$ cat config.mk
export PLATFORM = sky130hd
export DESIGN_NAME = periph_bus_arbiter_flat
export DESIGN_NICKNAME = d
export VERILOG_FILES = /design/src/rtl/periph_bus_pkg.sv /design/src/rtl/periph_bus_arbiter_if.sv /design/src/rtl/periph_arb_pick.sv /design/src/rtl/periph_bus_arbiter.sv /design/src/flat_wrapper.sv
export SDC_FILE = /design/constraint.sdc
export NUM_CORES = 1
export LEC_CHECK = 0
export ABC_AREA = 1
export CORE_UTILIZATION = 25
export CTS_BUF_LIST = sky130_fd_sc_hd__clkbuf_8 sky130_fd_sc_hd__clkbuf_16
export DETAILED_ROUTE_END_ITERATION = 10
export HOLD_SLACK_MARGIN = 0.06
export PLACE_DENSITY = 0.59
export SETUP_SLACK_MARGIN = 0.15
export SYNTH_ARGS = -nofsm -noshare
export SYNTH_HDL_FRONTEND = slang
export SYNTH_SLANG_ARGS = --single-unit
export TNS_END_PERCENT = 20
$ cat constraint.sdc
create_clock -name clk -period 1.59 [get_ports clk]
set_input_delay 0.2385 -clock clk [delete_from_list [all_inputs] [get_ports clk]]
set_output_delay 0.2385 -clock clk [all_outputs]
set_load 0.02 [all_outputs]
$ cat src/rtl/periph_bus_pkg.sv
// periph_bus_pkg: shared widths and types for the two-master peripheral bus
// arbiter. Imported by the interface, the winner-select sub-module and the top.
package periph_bus_pkg;
  localparam int AW = 16;  // byte address width
  localparam int DW = 16;  // data width
  localparam int BW = 2;   // byte write enable width
  localparam int NM = 2;   // number of masters

  typedef logic [0:0] mid_t;  // master id

  localparam logic [BW-1:0] BWE_READ = 2'b00;

  // One master command as presented on the request side
  typedef struct packed {
    logic [AW-1:0] addr;
    logic [BW-1:0] bwe;
    logic [DW-1:0] din;
  } cmd_t;
endpackage

$ cat src/rtl/periph_bus_arbiter_if.sv
// periph_bus_arbiter_if: bundles both master request/response channels and the
// slave command/read-data channel.
//   modport slave  : the arbiter view (takes master requests, drives s_*)
//   modport master : the requester/slave-model view (testbench, CPU, monitor)
interface periph_bus_arbiter_if;
  import periph_bus_pkg::*;

  logic          m0_req,    m1_req;
  logic          m0_lock,   m1_lock;
  logic [AW-1:0] m0_addr,   m1_addr;
  logic [BW-1:0] m0_bwe,    m1_bwe;
  logic [DW-1:0] m0_din,    m1_din;
  logic          m0_gnt,    m1_gnt;
  logic          m0_rvalid, m1_rvalid;
  logic [DW-1:0] m0_rdata,  m1_rdata;
  logic [AW-1:0] s_addr;
  logic [BW-1:0] s_bwe;
  logic [DW-1:0] s_din;
  logic [DW-1:0] s_dout;

  modport slave (
    input  m0_req, m1_req, m0_lock, m1_lock, m0_addr, m1_addr,
           m0_bwe, m1_bwe, m0_din, m1_din, s_dout,
    output m0_gnt, m1_gnt, m0_rvalid, m1_rvalid, m0_rdata, m1_rdata,
           s_addr, s_bwe, s_din
  );

  modport master (
    output m0_req, m1_req, m0_lock, m1_lock, m0_addr, m1_addr,
           m0_bwe, m1_bwe, m0_din, m1_din, s_dout,
    input  m0_gnt, m1_gnt, m0_rvalid, m1_rvalid, m0_rdata, m1_rdata,
           s_addr, s_bwe, s_din
  );
endinterface

$ cat src/rtl/periph_arb_pick.sv
// periph_arb_pick: combinational winner select for the two-master arbiter.
// Ports:
//   req_i   : per-master request
//   lock_i  : owner holds the lock from its last grant
//   owner_i : master granted most recently (lock holder)
//   last_i  : round-robin pointer (only with PERIPH_ARB_RR_EN)
//   vld_o   : a master wins this edge
//   id_o    : winning master
// Build option PERIPH_ARB_RR_EN: round-robin tie-break; otherwise master 0
// always wins ties. Lock takes precedence in both builds.
module periph_arb_pick
  import periph_bus_pkg::*;
(
  input  logic [NM-1:0] req_i,
  input  logic          lock_i,
  input  mid_t          owner_i,
`ifdef PERIPH_ARB_RR_EN
  input  mid_t          last_i,
`endif
  output logic          vld_o,
  output mid_t          id_o
);

  mid_t tie_id;

`ifdef PERIPH_ARB_RR_EN
  assign tie_id = ~last_i;
`else
  assign tie_id = '0;
`endif

  always_comb begin
    vld_o = |req_i;
    id_o  = '0;
    if (lock_i && req_i[owner_i]) id_o = owner_i;
    else if (&req_i)              id_o = tie_id;
    else                          id_o = mid_t'(req_i[1]);  // lone requester
  end

endmodule

$ cat src/rtl/periph_bus_arbiter.sv
// periph_bus_arbiter: shares one 16-bit peripheral slave (registered read,
// one-cycle latency) between master 0 (CPU) and master 1 (UART monitor).
// Ports:
//   clk, rst_n : clock (rising edge), asynchronous active-low reset
//   bus        : periph_bus_arbiter_if.slave -- m*_req/lock/addr/bwe/din in,
//                m*_gnt/rvalid/rdata out, s_addr/s_bwe/s_din out, s_dout in
// Build option PERIPH_ARB_RR_EN: round-robin tie-break (else fixed priority m0).
// Timing: req sampled at E0 -> gnt + s_* in cycle 1 -> slave latches dout at
// E1 -> rvalid/rdata to the owning master in cycle 2.
module periph_bus_arbiter
  import periph_bus_pkg::*;
(
  input logic             clk,
  input logic             rst_n,
  periph_bus_arbiter_if.slave bus
);

  logic [NM-1:0]         req, lock;
  cmd_t [NM-1:0]         cmd;
  logic                  win_vld;
  mid_t                  win_id;
  logic                  lock_q, lock_d;
  mid_t                  owner_q, owner_d;
  logic [AW-1:0]         s_addr_q;
  logic [BW-1:0]         s_bwe_q;
  logic [DW-1:0]         s_din_q;
  // Owner pipeline: stage 1 = grant cycle, stage 2 = completion cycle
  logic [2:1]            vld_pipe;
  logic [2:1]            id_pipe;
  logic [NM-1:0]         gnt, rvalid;
  logic [NM-1:0][DW-1:0] rdata, rdata_q;

  assign req    = {bus.m1_req,  bus.m0_req};
  assign lock   = {bus.m1_lock, bus.m0_lock};
  assign cmd[0] = '{addr: bus.m0_addr, bwe: bus.m0_bwe, din: bus.m0_din};
  assign cmd[1] = '{addr: bus.m1_addr, bwe: bus.m1_bwe, din: bus.m1_din};

`ifdef PERIPH_ARB_RR_EN
  mid_t last_q;

  // Resets to 1 so master 0 takes the first tie
  always_ff @(posedge clk or negedge rst_n)
    if (!rst_n)       last_q <= mid_t'(1'b1);
    else if (win_vld) last_q <= win_id;
`endif

  periph_arb_pick u_pick (
    .req_i   (req),
    .lock_i  (lock_q),
    .owner_i (owner_q),
`ifdef PERIPH_ARB_RR_EN
    .last_i  (last_q),
`endif
    .vld_o   (win_vld),
    .id_o    (win_id)
  );

  // Lock follows the winner's lock bit; an edge with no winner drops it
  always_comb begin
    lock_d  = 1'b0;
    owner_d = owner_q;
    if (win_vld) begin
      lock_d  = lock[win_id];
      owner_d = win_id;
    end
  end

  always_ff @(posedge clk or negedge rst_n)
    if (!rst_n) begin
      lock_q  <= 1'b0;
      owner_q <= '0;
    end else begin
      lock_q  <= lock_d;
      owner_q <= owner_d;
    end

  // Idle edges issue a harmless read at the held address
  always_ff @(posedge clk or negedge rst_n)
    if (!rst_n) begin
      s_addr_q <= '0;
      s_bwe_q  <= BWE_READ;
      s_din_q  <= '0;
    end else if (win_vld) begin
      s_addr_q <= cmd[win_id].addr;
      s_bwe_q  <= cmd[win_id].bwe;
      s_din_q  <= cmd[win_id].din;
    end else begin
      s_bwe_q  <= BWE_READ;
    end

  always_ff @(posedge clk or negedge rst_n)
    if (!rst_n) begin
      vld_pipe <= '0;
      id_pipe  <= '0;
    end else begin
      vld_pipe <= {vld_pipe[1], win_vld};
      id_pipe  <= {id_pipe[1],  win_id};
    end

  // Owner sees live slave data in its rvalid cycle, then keeps it
  for (genvar m = 0; m < NM; m++) begin : g_mst
    assign gnt[m]    = vld_pipe[1] && (id_pipe[1] == mid_t'(m));
    assign rvalid[m] = vld_pipe[2] && (id_pipe[2] == mid_t'(m));
    assign rdata[m]  = rvalid[m] ? bus.s_dout : rdata_q[m];

    always_ff @(posedge clk or negedge rst_n)
      if (!rst_n)         rdata_q[m] <= '0;
      else if (rvalid[m]) rdata_q[m] <= bus.s_dout;
  end

  assign bus.m0_gnt    = gnt[0];
  assign bus.m1_gnt    = gnt[1];
  assign bus.m0_rvalid = rvalid[0];
  assign bus.m1_rvalid = rvalid[1];
  assign bus.m0_rdata  = rdata[0];
  assign bus.m1_rdata  = rdata[1];
  assign bus.s_addr    = s_addr_q;
  assign bus.s_bwe     = s_bwe_q;
  assign bus.s_din     = s_din_q;

endmodule

$ cat src/flat_wrapper.sv
// flat-port wrapper written by rule: the top's interface ports become plain ports
module periph_bus_arbiter_flat import periph_bus_pkg::*;
  (clk, rst_n, bus_m0_req, bus_m1_req, bus_m0_lock, bus_m1_lock, bus_m0_addr, bus_m1_addr, bus_m0_bwe, bus_m1_bwe, bus_m0_din, bus_m1_din, bus_s_dout, bus_m0_gnt, bus_m1_gnt, bus_m0_rvalid, bus_m1_rvalid, bus_m0_rdata, bus_m1_rdata, bus_s_addr, bus_s_bwe, bus_s_din);
  periph_bus_arbiter_if bus_i ();
  input logic clk;
  input logic rst_n;
  input wire logic [$bits(bus_i.m0_req)-1:0] bus_m0_req;
  input wire logic [$bits(bus_i.m1_req)-1:0] bus_m1_req;
  input wire logic [$bits(bus_i.m0_lock)-1:0] bus_m0_lock;
  input wire logic [$bits(bus_i.m1_lock)-1:0] bus_m1_lock;
  input wire logic [$bits(bus_i.m0_addr)-1:0] bus_m0_addr;
  input wire logic [$bits(bus_i.m1_addr)-1:0] bus_m1_addr;
  input wire logic [$bits(bus_i.m0_bwe)-1:0] bus_m0_bwe;
  input wire logic [$bits(bus_i.m1_bwe)-1:0] bus_m1_bwe;
  input wire logic [$bits(bus_i.m0_din)-1:0] bus_m0_din;
  input wire logic [$bits(bus_i.m1_din)-1:0] bus_m1_din;
  input wire logic [$bits(bus_i.s_dout)-1:0] bus_s_dout;
  output wire logic [$bits(bus_i.m0_gnt)-1:0] bus_m0_gnt;
  output wire logic [$bits(bus_i.m1_gnt)-1:0] bus_m1_gnt;
  output wire logic [$bits(bus_i.m0_rvalid)-1:0] bus_m0_rvalid;
  output wire logic [$bits(bus_i.m1_rvalid)-1:0] bus_m1_rvalid;
  output wire logic [$bits(bus_i.m0_rdata)-1:0] bus_m0_rdata;
  output wire logic [$bits(bus_i.m1_rdata)-1:0] bus_m1_rdata;
  output wire logic [$bits(bus_i.s_addr)-1:0] bus_s_addr;
  output wire logic [$bits(bus_i.s_bwe)-1:0] bus_s_bwe;
  output wire logic [$bits(bus_i.s_din)-1:0] bus_s_din;
  assign bus_i.m0_req = bus_m0_req;
  assign bus_i.m1_req = bus_m1_req;
  assign bus_i.m0_lock = bus_m0_lock;
  assign bus_i.m1_lock = bus_m1_lock;
  assign bus_i.m0_addr = bus_m0_addr;
  assign bus_i.m1_addr = bus_m1_addr;
  assign bus_i.m0_bwe = bus_m0_bwe;
  assign bus_i.m1_bwe = bus_m1_bwe;
  assign bus_i.m0_din = bus_m0_din;
  assign bus_i.m1_din = bus_m1_din;
  assign bus_i.s_dout = bus_s_dout;
  assign bus_m0_gnt = bus_i.m0_gnt;
  assign bus_m1_gnt = bus_i.m1_gnt;
  assign bus_m0_rvalid = bus_i.m0_rvalid;
  assign bus_m1_rvalid = bus_i.m1_rvalid;
  assign bus_m0_rdata = bus_i.m0_rdata;
  assign bus_m1_rdata = bus_i.m1_rdata;
  assign bus_s_addr = bus_i.s_addr;
  assign bus_s_bwe = bus_i.s_bwe;
  assign bus_s_din = bus_i.s_din;
  periph_bus_arbiter u_core (.clk(clk), .rst_n(rst_n), .bus(bus_i));
endmodule
Word level (Yosys, flattened, before mapping) --
Index checks and enable logic that the tools add are counted.
Word-level totals: register bits after elaboration 72, logic and storage cells 32, input bits 90
Cells by class: reduce and logical (&&, ||, !) cells 7, mux-type cells 12, bitwise gates (word level) 2, order comparisons 2
Operators with widths (number):
- $mux W34 | 2
- $mux W16 | 2
- $mux W1 | 7
- $logic_and A1 B1 Y1 | 5
- $lt A1 B2 Y1 const B | 2
- $mux W2 | 1
- $not A1 Y1 | 2
- $reduce_and A2 Y1 | 1
- $reduce_or A2 Y1 | 1

Longest topological paths before layout --
Gate-level depths: netlist of the first run.
depth after elaboration 7, depth in mapped cells 7, gate-level depth less buffers 6

Cells and area by module --
A second synthesis of the first run with hierarchy kept.
Unflattened totals: cells, all modules 422, area, all modules 3308.2 um^2
Modules (own cells, without submodules):
- periph_bus_arbiter | sequential area each 1801.7 um^2, area each 3289.4 um^2, times used 1, cells an instance 418
- periph_arb_pick | sequential area each 0.0 um^2, area each 18.8 um^2, times used 1, cells an instance 4

Least setup slack after synthesis of the first run --
OpenSTA, ideal clock, no wires.
path kind register -> output, start register u_core.id_pipe[2] (netlist bit), end output port bus_m0_rdata[10], buffers on the path 2, data arrival time 1.224 ns, setup slack 0.127 ns, required time 1.351 ns, stages on the path, launching flop included 5, cell sequence dfrtp_1 or2_1 clkbuf_1 buf_2 o21ai_1
Between the ends: cells in the longest elaborated chain, start to end 3
Ends and longest elaborated chain:
- start: declaration | RTL line periph_bus_arbiter.sv:29 | logic [2:1] id_pipe;
- start signal: assignment | RTL line periph_bus_arbiter.sv:97 | id_pipe <= {id_pipe[1], win_id};
- $not A1 Y1 | RTL line periph_bus_arbiter.sv:103 | assign rvalid[m] = vld_pipe[2] && (id_pipe[2] == mid_t'(m));
- $logic_and A1 B1 Y1 | RTL line periph_bus_arbiter.sv:103
- $mux W16
- end: declaration | RTL line flat_wrapper.sv:22 | output wire logic [$bits(bus_i.m0_rdata)-1:0] bus_m0_rdata;
No other way between the ends.

Worst setup path after layout of the first run --
start register u_core.vld_pipe[2] (netlist bit), end output port bus_m0_rdata[8]
Between the ends: cells in the longest elaborated chain, start to end 2
Ends and longest elaborated chain:
- start: declaration | RTL line periph_bus_arbiter.sv:28 | logic [2:1] vld_pipe;
- start signal: assignment | RTL line periph_bus_arbiter.sv:96 | vld_pipe <= {vld_pipe[1], win_vld};
- $logic_and A1 B1 Y1 | RTL line periph_bus_arbiter.sv:103
- $mux W16
No other way between the ends.

==> flow_summary_export.csv, run 1 <==
group,metric,value,unit
clock_network,clock_sinks,72,
placement,io_buffers,159,
finish,n_fill_cell,1221,
global_route,grt_max_degree,46,
yosys,synth-simple-area-share,0.278,
detailed_routing,first_pass_iters,4,
clock_network,cts_tree,"yes",
critical_path,cp_slowest_cell,"dfrtp_1",
yosys,yosysWarnings,0,
yosys,ys_top_cells_by_area,"dfrtp_1, nand2_1, nand3_1",
floorplan,row_count,41,
yosys,synth_cell_type_count,17,
critical_path,cp.required,1350,ps
critical_path,worstSetupEndpoint,"bus_m0_rdata[8]",
pwr,p_leak,0.00283,uW
timing,drv_slew,0,
critical_path,worstRegToRegCells,6,
clock_network,cts-buffers-inserted,9,
critical_path,worst-path-max-fanout,14,
timing,finalSetupTns,-1790,ps
timing,hold_viol,0,
critical_path,path_class,"flop to output port",
pwr,powerDensity,1030,nW/um^2
critical_path,slowest_delay,340,ps
yosys,ys_seq_elements,72,
critical_path,r2r_end,"u_core.rdata_q[8]",
clock_network,postCtsSetupBuffers,0,
placement,dp_slack,-357,ps
timing,setup_violations,23,
finish,ff_latch_area,1800,um^2
critical_path,cp_cell_sequence,"inv_1 > or2_4 > buf_12 > o21ai_2 > buf_6",
yosys,synthAdderAreaFrac,0,
floorplan,fp.dieW,115,um
yosys,synth_cells,396,
detailed_routing,viasPerCell,4.15,
floorplan,num_io_pins,160,
status,status,"finished with violations",
timing,slew_headroom,0.790,
critical_path,start_kind,"flop",
clock_network,cts-htree-levels,3,
yosys,synth.avg_cell_area,8.13,um^2
floorplan,die_height,115,um
finish,insertedDiodeCount,0,
timing,worstMarginPinSlew,316,ps
yosys,synth.yosys.seq_area_share,0.560,
global_route,grt_antenna_before_repair,0,
critical_path,worstPathArrival,1470,ps
critical_path,timing.rr.start,"u_core.vld_pipe[2]",
yosys,synth.area.mux_share,0,
clock_network,cts_root_buf,"clkbuf_16",
clock_network,clk_pin_slew_worst_paths,60,ps
placement,dp_hpwl,7000,um
critical_path,cp.depth,5,
detailed_routing,via_count,3140,
finish,multi_input_area,1230,um^2
critical_path,cp-end-kind,"output port",
status,violations,"negative setup slack",
critical_path,path_buf_inv,3,
floorplan,start_util,0.256,
finish,fin_util,0.451,
floorplan,core,12600,um^2
job,maxCapViolCount,0,
yosys,synth_top_area_frac,0.560,
clock_network,insertion_delay,330,ps
timing,min_period,1710,ps
global_route,grt_pass1_vias,3125,
yosys,synth-xor-area-share,0,
detailed_routing,ant_nets,0,
detailed_routing,wire_per_inst,12.9,um
global_route,grt-ovfl-total,0,
timing,post-route-period-util,1.08,
critical_path,crit_start,"u_core.vld_pipe[2]",
critical_path,timing.reg2reg.setup_slack,370,ps
detailed_routing,drc,0,
critical_path,cp_top_family,"buffers and inverters",
timing,max_clock_freq,584,MHz
timing,fin_ws,-123,ps
clock_network,clock_path_buffers,2,
finish,drive_above_1_share,0.219,
finish,fin_nets,670,
yosys,syn_area,3220,um^2
yosys,syn-num-nets,486,
timing,rsz0062_at_grt,"yes",
floorplan,dieArea,13300,um^2
placement,gp_congestion,0.720,
global_route,grt_pass1_wl,15200,um
detailed_routing,wirelength,9730,um
finish,syn2layout_area_growth,76.3,%
yosys,synth_compound_gate_area_share,0.0513,
yosys,yosys.area.top_type,"dfrtp_1",
pwr,ir_worst_vdd,0.455,mV
timing,clock_skew,3.93,ps
global_route,grt_use_total,0.150,
yosys,synth_top_family_by_area,"simple AND/OR/NAND/NOR gates",
detailed_routing,drtIter0Drc,89,
min_path,hp-class,"input port to async pin",
[through the flow]
step	instance area [um^2]	cells	total power [uW]	hold WS (ps)
6_report	5670	756	5850	337
5_1_grt	5670	756	6170	371
3_5_place_dp	5200	739	3870	148
4_1_cts	5590	756	5870	339
3_3_place_gp	5200	739	3850	139
2_1_floorplan	3220	396	2880	-57.1
[cells in the mapped netlist (all sizes together)]
library cell and n:
clkbuf 5, nand2 108, o21ai 32, nand3 67
inv 56, dfrtp 72, a21oi 1, or2 1
buf 19, nor2 35
[worst min path at each step]
| stage | start | slack [ps] | end |
|---|---|---|---|
| 2_1_floorplan | rst_n | -60 | u_core.bus.s_addr[0] |
| 3_3_place_gp | rst_n | 140 | u_core.rdata_q[17] |
| 3_5_place_dp | rst_n | 150 | u_core.rdata_q[18] |
| 4_1_cts | rst_n | 340 | u_core.rdata_q[18] |
| 5_1_grt | rst_n | 370 | u_core.rdata_q[17] |
| 6_report | rst_n | 340 | u_core.rdata_q[17] |
[logic make-up (layout without fill, tap and decap cells)]
logic type             count (synthesis)  after routing
buffers and inverters                 80            268
AND/OR/NAND/NOR                      211            211
flip-flops                            72             72
AO/OA/AOI/OAI                         33             33
[cell usage in the layout (no fill, tap or decap), types with 2 or more instances in the layout]
master | netlist | routed
clkinvlp_4 | 0 | 2
clkbuf_16 | 0 | 9
inv_1 | 56 | 57
o21ai_4 | 0 | 5
nand2_2 | 1 | 9
buf_12 | 0 | 5
buf_6 | 3 | 29
clkdlybuf4s50_1 | 0 | 87
nand3_1 | 67 | 67
dlygate4sd2_1 | 0 | 34
o21ai_2 | 0 | 23
buf_2 | 8 | 3
nor2_1 | 34 | 34
buf_4 | 6 | 35
nand2_1 | 106 | 98
o21ai_1 | 16 | 3
dfrtp_1 | 72 | 72
[metal layers]
layer / global-route usage / vias to the layer above / wire length (um)
li1: - / 1595 / -
met1: 0.192 / 1421 / 4470
met2: 0.242 / 115 / 4380
met3: 0.0460 / 9 / 778
met4: 0.0511 / 0 / 98
met5: 0 / - / 0
[cell type report]
cell class                 count  area share
timing repair buffer         197       0.341
clock buffer                   9      0.0397
inverter                      56      0.0371
tap                          172      0.0379
clock inverter                 6      0.0110
multi-input combinational    244       0.216
sequential                    72       0.318
[power by group]
group          internal [uW]  switching (uW)
combinational            853             898
sequential              2070            94.8
clock                   1200             743
total                   4120            1740
[registers in the layout, indices dropped and copies added, names as in the netlist]
name	count
u_core.bus.s_din	16
u_core.vld_pipe	2
u_core.id_pipe	2
u_core.bus.s_addr	16
u_core.lock_q	1
u_core.rdata_q	32
u_core.bus.s_bwe	2
u_core.owner_q	1
[repair_timing]
| item | in CTS | in global routing |
|---|---|---|
| pin swaps | 1 | 0 |
| hold buffers | 1 | 0 |
| setup endpoints to repair | 70 | 35 |
| endpoints found under the hold margin | 18 | 0 |
| gates resized for setup | 281 | 28 |
| cloned | 1 | 0 |
(Power assumes the default switching activity.)
==> run 2, diff against run 1 <==
- CTS_CLUSTER_DIAMETER: default -> 80
==> results of run 2 <==
No change in the layout: final DEF, timing and power equal those of run 1.
==> run 3, diff against run 2 <==
--- a/config.mk
+++ b/config.mk
@@ -7,10 +7,10 @@
 export LEC_CHECK = 0
 export ABC_AREA = 1
-export CORE_UTILIZATION = 25
+export CORE_UTILIZATION = 40
 export CTS_BUF_LIST = sky130_fd_sc_hd__clkbuf_8 sky130_fd_sc_hd__clkbuf_16
 export CTS_CLUSTER_DIAMETER = 80
 export DETAILED_ROUTE_END_ITERATION = 10
 export HOLD_SLACK_MARGIN = 0.06
-export PLACE_DENSITY = 0.59
+export PLACE_DENSITY = 0.85
 export SETUP_SLACK_MARGIN = 0.15
 export SYNTH_ARGS = -nofsm -noshare
==> constraint.sdc (replaced) <==
create_clock -name clk -period 1.59 [get_ports clk]
set_input_delay 0.159 -clock clk [delete_from_list [all_inputs] [get_ports clk]]
set_output_delay 0.159 -clock clk [all_outputs]
set_load 0.02 [all_outputs]
==> flow_summary_export.csv, run 3 (synthesis gave the netlist of run 1 again) <==
group,metric,value,unit
finish,syn2layout_area_growth,72.5,%
global_route,grt_pass1_wl,15200,um
finish,regMostFlops,"u_core.rdata_q",
critical_path,worst-path-max-fanout,16,
detailed_routing,viasPerCell,4.84,
critical_path,timing.rr.start,"u_core.id_pipe[2]",
status,status,"finished with violations",
detailed_routing,first_pass_iters,4,
floorplan,core,7770,um^2
placement,dp.cells,659,
critical_path,cp_slowest_cell,"dfrtp_1",
global_route,grt-ovfl-total,0,
clock_network,insertion_delay,340,ps
timing,min_period,1680,ps
floorplan,die_height,91.7,um
clock_network,clock_sinks,72,
min_path,hp-class,"input port to async pin",
critical_path,crit_start,"u_core.id_pipe[2]",
timing,setup_violations,16,
timing,drv_slew,0,
clock_network,clock_path_buffers,2,
critical_path,path_class,"flop to output port",
finish,ff_latch_area,1800,um^2
critical_path,cp.required,1430,ps
timing,fin_ws,-88.2,ps
detailed_routing,drtIter0Drc,99,
placement,io_buffers,159,
global_route,grt_max_degree,63,
finish,drive_above_1_share,0.210,
clock_network,cts-buffers-inserted,9,
floorplan,fp.dieW,91.7,um
timing,post-route-period-util,1.06,
clock_network,cts_tree,"yes",
critical_path,slowest_delay,380,ps
floorplan,start_util,0.414,
finish,stdcell_count,679,
clock_network,cts_root_buf,"clkbuf_8",
detailed_routing,via_count,3289,
job,maxCapViolCount,0,
floorplan,row_count,32,
placement,gp_congestion,0.784,
timing,slew_headroom,0.677,
finish,mostFrequentLayoutCell,"nand2_1",
detailed_routing,drc,0,
timing,max_clock_freq,596,MHz
timing,worstMarginPinSlew,484,ps
timing,rsz0062_at_grt,"yes",
finish,n_fill_cell,575,
placement,dp_slack,-200,ps
critical_path,cp_cell_sequence,"or2_4 > buf_16 > nand2_2 > o21ai_4 > buf_6",
critical_path,cp-end-kind,"output port",
pwr,ir_worst_vdd,0.425,mV
critical_path,worstPathArrival,1520,ps
finish,layout_common_cells,"nand2_1, clkdlybuf4s50_1, dfrtp_1, nand3_1, inv_1",
global_route,grt_antenna_before_repair,0,
critical_path,start_kind,"flop",
finish,fin_util,0.715,
detailed_routing,ant_nets,0,
pwr,powerDensity,1030,nW/um^2
pwr,p_leak,0.00279,uW
floorplan,dieArea,8410,um^2
finish,multi_input_area,1280,um^2
placement,dp_hpwl,6520,um
timing,clock_skew,9.20,ps
global_route,grt_use_total,0.229,
detailed_routing,wirelength,9720,um
floorplan,num_io_pins,160,
global_route,grt_pass1_vias,3249,
clock_network,clk_pin_slew_worst_paths,80,ps
finish,largest_reg_flops,32,
clock_network,cts-htree-levels,3,
status,violations,"negative setup slack",
finish,fin_nets,662,
finish,insertedDiodeCount,0,
detailed_routing,wire_per_inst,14.3,um
timing,hold_viol,0,
[run 3: changes by cell type in the layout (fill, tap and decap cells not counted), sizes merged]
cell	before	now
clkinvlp	2	1
buf	73	63
dlygate4sd2	34	36
clkbuf	9	11
bufinv	1	3
clkinv	2	1
clkdlybuf4s50	87	88
clkdlybuf4s15	2	0
[run 3: cell type report]
| type | instances | share of cell area |
|---|---|---|
| repair buffers | 189 | 0.339 |
| flip-flops and latches | 72 | 0.325 |
| multi-input cells | 244 | 0.230 |
| inverters | 56 | 0.0379 |
| clock buffers | 10 | 0.0248 |
| well taps | 102 | 0.0230 |
| clock inverters | 6 | 0.0207 |
[run 3: path summary, 6_finish.rpt]
path                            cells past startpoint                   to  slack [ps]
worst max-delay path                                5      bus_m0_rdata[7]         -90
worst min-delay path                                2  u_core.bus.s_din[6]         350
worst max register to register                      5    u_core.rdata_q[3]         350
worst min register to register                      0   u_core.vld_pipe[2]         410
max in group asynchronous                           3    u_core.rdata_q[3]         660
min in group clk                                    3  u_core.bus.s_bwe[0]         360
[run 3: metal layers]
metal | global-route usage | part of all wire | vias to the layer above
met2 | 0.411 | 0.50 | 147
met4 | 0.0625 | 0.015 | 0
li1 | - | - | 1577
met5 | 0 | 0 | -
met1 | 0.274 | 0.40 | 1551
met3 | 0.0572 | 0.080 | 14
[run 3: what timing repair did]
action / 4_1_cts / 5_1_grt
setup buffers: 0 / 1
endpoints found under the hold margin: 35 / 0
endpoints found under the setup margin: 70 / 33
hold buffers: 1 / 0
gates cloned: 1 / 1
resized for setup: 263 / 51
pin swaps: 1 / 1
[run 3: report_power, final]
part	total (uW)	internal (uW)	switching, uW
combinational	1750	844	911
sequential	2170	2060	107
clock	1810	1090	713
[run 3: worst max-delay path: cells and delay by family, from the launching register on]
| family | cells | cell delay [ps] |
|---|---|---|
| flops | 1 | 380 |
| buf+inv | 2 | 310 |
| simple gates | 2 | 400 |
| compound gates | 1 | 70 |
[run 3: metrics by stage]
stage / TNS [ps] / instance area (um^2) / total power [uW] / hold WS (ps)
after global routing: -2030 / 5550 / 5980 / 372
after detailed placement: -4700 / 5050 / 3830 / 152
after floorplan: 0 / 3220 / 2880 / -137
final: -1070 / 5550 / 5730 / 353
after CTS: -947 / 5340 / 5600 / 320
after global placement: -3540 / 5050 / 3780 / 141
